===== src/rtl/mdu_pkg.sv =====
// Shared definitions for the multiply/divide controller: R-type func codes,
// FSM state encoding and the default divide iteration count.
package mdu_pkg;

  localparam logic [5:0] FUNC_MFHI  = 6'd16;
  localparam logic [5:0] FUNC_MTHI  = 6'd17;
  localparam logic [5:0] FUNC_MFLO  = 6'd18;
  localparam logic [5:0] FUNC_MTLO  = 6'd19;
  localparam logic [5:0] FUNC_MULT  = 6'd24;
  localparam logic [5:0] FUNC_MULTU = 6'd25;
  localparam logic [5:0] FUNC_DIV   = 6'd26;
  localparam logic [5:0] FUNC_DIVU  = 6'd27;

  localparam int unsigned DIV_ITERS_DEF = 32;

  typedef enum logic [1:0] {
    ST_IDLE,
    ST_MUL,
    ST_DIV,
    ST_DONE
  } mdu_state_e;

endpackage


===== src/rtl/mdu_ctrl_div_iter.sv =====
// Restoring divider datapath: load latches magnitudes, each step retires one
// quotient bit. The next-step values are exposed so the final step can commit.
module div_iter #(
  parameter int unsigned W = 32
) (
  input  logic         clk,
  input  logic         rst,
  input  logic         load,
  input  logic         step,
  input  logic [W-1:0] dividend,
  input  logic [W-1:0] divisor,
  output logic [W-1:0] quo_next,
  output logic [W-1:0] rem_next
);

  logic [W-1:0] rem_q;
  logic [W-1:0] quo_q;
  logic [W-1:0] dvs_q;
  logic [W:0]   shifted;
  logic [W:0]   diff;

  // diff[W] set means the trial subtract went negative: keep the shifted value
  always_comb begin
    shifted = {rem_q, quo_q[W-1]};
    diff    = shifted - {1'b0, dvs_q};
    if (!diff[W]) begin
      rem_next = diff[W-1:0];
      quo_next = {quo_q[W-2:0], 1'b1};
    end else begin
      rem_next = shifted[W-1:0];
      quo_next = {quo_q[W-2:0], 1'b0};
    end
  end

  always_ff @(posedge clk) begin
    if (rst) begin
      rem_q <= '0;
      quo_q <= '0;
      dvs_q <= '0;
    end else if (load) begin
      rem_q <= '0;
      quo_q <= dividend;
      dvs_q <= divisor;
    end else if (step) begin
      rem_q <= rem_next;
      quo_q <= quo_next;
    end
  end

endmodule


===== src/rtl/mdu_ctrl.sv =====
// EX-stage multiply/divide controller owning HI/LO; stalls the pipe until a
// result commits. Define MDU_FAST_DIV0_EN to resolve divide-by-zero in 1 cycle.
module mdu_ctrl
  import mdu_pkg::*;
#(
  parameter int unsigned DIV_ITERS = DIV_ITERS_DEF
) (
  input  logic        clk,
  input  logic        rst,
  input  logic        valid_i,
  input  logic [5:0]  func,
  input  logic [31:0] rs_data,
  input  logic [31:0] rt_data,
  input  logic        flush,
  output logic        stall_o,
  output logic [31:0] hilo_rdata,
  output logic        busy_o
);

  localparam int unsigned CW = $clog2(DIV_ITERS);
  localparam logic [CW-1:0] LAST_ITER = CW'(DIV_ITERS - 1);

  mdu_state_e  state;
  logic [31:0] hi;
  logic [31:0] lo;
  logic [CW-1:0] cnt;
  logic [31:0] mul_a;
  logic [31:0] mul_b;
  logic        mul_sgn;
  logic        q_neg;
  logic        r_neg;

  logic        is_mul;
  logic        is_div;
  logic        div_sgn;
  logic        div0_fast;
  logic        div_load;
  logic        div_step;
  logic [31:0] a_abs;
  logic [31:0] b_abs;
  logic [31:0] quo_next;
  logic [31:0] rem_next;
  logic [31:0] q_fix;
  logic [31:0] r_fix;
  logic [63:0] a_ext;
  logic [63:0] b_ext;
  logic [63:0] prod;

  always_comb begin
    is_mul  = (func == FUNC_MULT) || (func == FUNC_MULTU);
    is_div  = (func == FUNC_DIV) || (func == FUNC_DIVU);
    div_sgn = (func == FUNC_DIV);
    a_abs   = (div_sgn && rs_data[31]) ? -rs_data : rs_data;
    b_abs   = (div_sgn && rt_data[31]) ? -rt_data : rt_data;
  end

`ifdef MDU_FAST_DIV0_EN
  assign div0_fast = (rt_data == '0);
`else
  assign div0_fast = 1'b0;
`endif

  assign div_load = (state == ST_IDLE) && valid_i && is_div && !flush && !div0_fast;
  assign div_step = (state == ST_DIV) && !flush;

  div_iter #(.W(DIV_ITERS)) u_div_iter (
    .clk      (clk),
    .rst      (rst),
    .load     (div_load),
    .step     (div_step),
    .dividend (a_abs),
    .divisor  (b_abs),
    .quo_next (quo_next),
    .rem_next (rem_next)
  );

  // 64-bit product of extended operands is correct for both signednesses
  always_comb begin
    a_ext = mul_sgn ? {{32{mul_a[31]}}, mul_a} : {32'd0, mul_a};
    b_ext = mul_sgn ? {{32{mul_b[31]}}, mul_b} : {32'd0, mul_b};
    prod  = a_ext * b_ext;
    q_fix = q_neg ? -quo_next : quo_next;
    r_fix = r_neg ? -rem_next : rem_next;
  end

  assign stall_o = !flush && (((state == ST_IDLE) && valid_i && (is_mul || is_div))
                              || (state == ST_MUL) || (state == ST_DIV));
  assign busy_o  = (state != ST_IDLE);

  always_comb begin
    hilo_rdata = '0;
    if (func == FUNC_MFHI) hilo_rdata = hi;
    else if (func == FUNC_MFLO) hilo_rdata = lo;
  end

  always_ff @(posedge clk) begin
    if (rst) begin
      state   <= ST_IDLE;
      hi      <= '0;
      lo      <= '0;
      cnt     <= '0;
      mul_a   <= '0;
      mul_b   <= '0;
      mul_sgn <= 1'b0;
      q_neg   <= 1'b0;
      r_neg   <= 1'b0;
    end else if (flush) begin
      state <= ST_IDLE;
      cnt   <= '0;
    end else begin
      case (state)
        ST_IDLE: begin
          if (valid_i) begin
            if (func == FUNC_MTHI) hi <= rs_data;
            if (func == FUNC_MTLO) lo <= rs_data;
            if (is_mul) begin
              mul_a   <= rs_data;
              mul_b   <= rt_data;
              mul_sgn <= (func == FUNC_MULT);
              state   <= ST_MUL;
            end
            if (is_div) begin
              if (div0_fast) begin
                hi    <= rs_data;
                lo    <= (div_sgn && rs_data[31]) ? 32'd1 : '1;
                state <= ST_DONE;
              end else begin
                q_neg <= div_sgn && (rs_data[31] ^ rt_data[31]);
                r_neg <= div_sgn && rs_data[31];
                cnt   <= '0;
                state <= ST_DIV;
              end
            end
          end
        end
        ST_MUL: begin
          hi    <= prod[63:32];
          lo    <= prod[31:0];
          state <= ST_DONE;
        end
        ST_DIV: begin
          if (cnt == LAST_ITER) begin
            hi    <= r_fix;
            lo    <= q_fix;
            state <= ST_DONE;
          end else begin
            cnt <= cnt + 1'b1;
          end
        end
        default: state <= ST_IDLE;
      endcase
    end
  end

endmodule


===== config.mk =====
export PLATFORM = sky130hd
export DESIGN_NAME = mdu_ctrl
export DESIGN_NICKNAME = d
export VERILOG_FILES = /design/src/rtl/mdu_pkg.sv /design/src/rtl/mdu_ctrl_div_iter.sv /design/src/rtl/mdu_ctrl.sv
export SDC_FILE = /design/constraint.sdc
export NUM_CORES = 2
export LEC_CHECK = 0
export ABC_AREA = 1
export CAP_MARGIN = 40
export CORE_MARGIN = 10
export CORE_UTILIZATION = 55
export CTS_CLUSTER_SIZE = 30
export DETAILED_ROUTE_END_ITERATION = 8
export PLACE_DENSITY_LB_ADDON = 0.25
export SKIP_LAST_GASP = 1
export SLEW_MARGIN = 20
export SYNTH_ARGS = -nofsm -noshare
export SYNTH_HDL_FRONTEND = slang
export SYNTH_SLANG_ARGS = --single-unit

===== constraint.sdc =====
create_clock -name clk -period 10.71 [get_ports clk]
set_input_delay 3.213 -clock clk [delete_from_list [all_inputs] [get_ports clk]]
set_output_delay 3.213 -clock clk [all_outputs]
set_load 0.1 [all_outputs]

==> impl_metrics.tcl <==
set metrics [dict create \
    status "complete, no violations" \
    nFillCells 11100 \
    pin_count 108 \
    syn-cell-area_mm2 0.06586 \
    max_slew_margin 0.3201 \
    drtIter0Drc 5981 \
    hold_class "reg -> reg" \
    io_buffers 107 \
    row_count 126 \
    postPlaceCellArea_mm2 0.06888 \
    min_period_over_period 0.9669 \
    p_per_area_mw_per_mm2 36.22 \
    synth-seq-area-share 0.07113 \
    reg2reg_slack_ns 0.35 \
    dr.pass1.iters 8 \
    avgSynthCellArea_um2 7.511 \
    ys.flop_type "dfxtp_1" \
    synthMuxAreaShare 0 \
    ys_warn_count 0 \
    worstPathArrival_ns 10.86 \
    antenna_found_initial 13 \
    grt_setup_unrepaired "false" \
    synth_adder_area_share 0.4981 \
    syn-num-nets 10610 \
    cts.sinks 234 \
    grt_max_degree 83 \
    core_area_mm2 0.1186 \
    synth-compound-area-share 0.07633 \
    cts_tree "built" \
    yosysMostFrequentCell "inv_1" \
    syn2layout_area_growth_pct 6.366 \
    die_area_mm2 0.1340 \
    ys_top_cells_by_count "inv_1 (2635), nand2_1 (1883), fa_1 (1420)" \
    initial_utilization 0.5555 \
    dr_total_vias 56680 \
    synthDistinctLibCells 57 \
    die_y_um 366.0 \
    synth-xor-area-share 0.01410 \
    cts.clk_slew.worst_paths_ns 0.06 \
    routed_wl_um 237100 \
    final_core_util 0.5909 \
    cts_root_buffer "clkbuf_16" \
    grt_pass1_vias 58470 \
    gr-total-overflow 0 \
    cts_buffer_depth 3 \
    die_w_um 366.0 \
    fin_cells 10320 \
    dp.cells 10250 \
    skew_ns 0.02269 \
    place_congestion 1.067 \
    cp_max_fo 15 \
    via_per_inst 5.495 \
    hpwl_um 195900 \
    yosys.area.top_type "fa_1" \
    ant_nets 0 \
    fin_area_mm2 0.07005 \
    async_flop_share 0 \
    max_stage_delay_ns 0.86 \
    drt-wirelength-per-cell_um 22.98 \
    grt_usage 0.3542 \
    setup_viol 0 \
    syn-instance-count 8768 \
    ys_ff_latch 234 \
    fin_setup_tns_ns 0 \
    ys_top_cells_by_area "fa_1 (43%), inv_1 (15%), nand2_1 (11%), dfxtp_1 (7.1%), ha_1 (6.6%)" \
    critical_path_required_ns 11.21 \
    drv_slew 0 \
    critPathSlowestCell "dfxtp_2" \
    drc 0 \
    worstSkewPairLatency_ns 0.62 \
    synth_top_family_by_area "adder cells" \
    max_freq_mhz 96.57 \
    peakVddDrop_uv 133.0 \
    final-seq-area_mm2 0.004692 \
    layout.nets 10530 \
    netlist.area_leader.share 0.4316 \
    hold_viol 0 \
    synth_edf_count 0 \
    grt_pass1_wl_um 361700 \
    drive_gt1_frac 0.04282 \
    period_minus_slack_ns 10.36 \
    yosys.area_share.simple 0.1664 \
    end_kind "register" \
    crit_path_start_kind "register" \
    power.leakage_nw 40.30 \
    multiInputGateArea_mm2 0.04974 \
    htreeDepth 1 \
    worst_pin_slew_ns 1.011 \
    worstSetupPathType "reg -> reg" \
    cts_made_buffers 31 \
    maxCapViolations 0 \
]
## stage by stage
step           hold WS, ns  power (W)  setup slack [ns]
5_1_grt             0.4833   0.002609           0.03912
3_5_place_dp        0.4397   0.001371            0.5538
2_1_floorplan       0.4175   0.001198             1.880
3_3_place_gp        0.4342   0.001367            0.4195
6_report            0.4619   0.002537            0.3547
4_1_cts             0.4544   0.002525            0.4921
## logic make-up (layout without fill, tap and decap cells)
family          Yosys count  count (layout)
buf+inv                3034            2976
simple gates           2704            2704
fa+ha+maj              1770            1770
compound gates          920             920
flops                   234             234
xor+xnor                106             106
other cells               0               5
## flip-flops by register name, indices dropped and copies added (netlist names)
signal and cells:
cnt 5, hi 32, lo 32, mul_a 32, mul_b 32, mul_sgn 1, q_neg 1, r_neg 1
state 2, u_div_iter.dvs_q 32, u_div_iter.quo_q 32, u_div_iter.rem_q 32
## metal layers
layer / share of wire / global-route usage
met4: 0.063 / 0.1721
met2: 0.43 / 0.5391
met1: 0.39 / 0.4721
met3: 0.11 / 0.08759
met5: 0.00047 / 0
## path summary, 6_finish.rpt
| path | from | end | depth (start not counted) |
|---|---|---|---|
| setup reg to reg | mul_a[15]$_SDFFE_PP0P_ | hi[16]$_SDFFE_PP0P_ | 35 |
| hold / removal | u_div_iter.dvs_q[3]$_SDFFE_PP0P_ | u_div_iter.dvs_q[3]$_SDFFE_PP0P_ | 2 |
| hold reg to reg | u_div_iter.dvs_q[3]$_SDFFE_PP0P_ | u_div_iter.dvs_q[3]$_SDFFE_PP0P_ | 2 |
| setup / recovery | mul_a[15]$_SDFFE_PP0P_ | hi[16]$_SDFFE_PP0P_ | 35 |
## what timing repair did
item	in CTS	in global routing
hold buffers	0	0
gates resized for setup	0	1
endpoints found under the setup margin	0	2
buffers inserted	0	0
## critical path, delay by kind of cell (launching register included)
family                     cells  cell delay, ns
adders and majority gates     11            5.11
AOI/OAI and AO/OA              6            1.69
DFF                            1            0.86
buffers and inverters         10            1.02
and+or+nand+nor                8            1.53
## power by group
part	leakage, nW	switching (W)	internal [W]	total (W)
Sequential	1.89	0.00000715	0.000876	0.000883
Clock	0.541	0.000475	0.000690	0.00117
Combinational	37.9	0.000352	0.000137	0.000489
Total	40.3	0.000834	0.00170	0.00254
## placed cells by master, fill, tap and decap left out, types with 159 or more instances in the layout
cell,n
nor2_1,461
inv_1,2633
ha_1,349
dfxtp_1,228
fa_1,1420
nand3_1,167
o21ai_0,364
buf_4,159
nand2_1,1881
a21oi_1,346
## cell type report
type / instances / share of cell area
multi-input cells: 5500 / 0.7101
well taps: 1600 / 0.02858
clock buffers: 35 / 0.01157
clock inverters: 23 / 0.004162
diodes: 5 / 0.0001786
flip-flops and latches: 234 / 0.06698
repair buffers: 267 / 0.03640
inverters: 2651 / 0.1420
No activity file was read; power rests on OpenSTA's default activity.
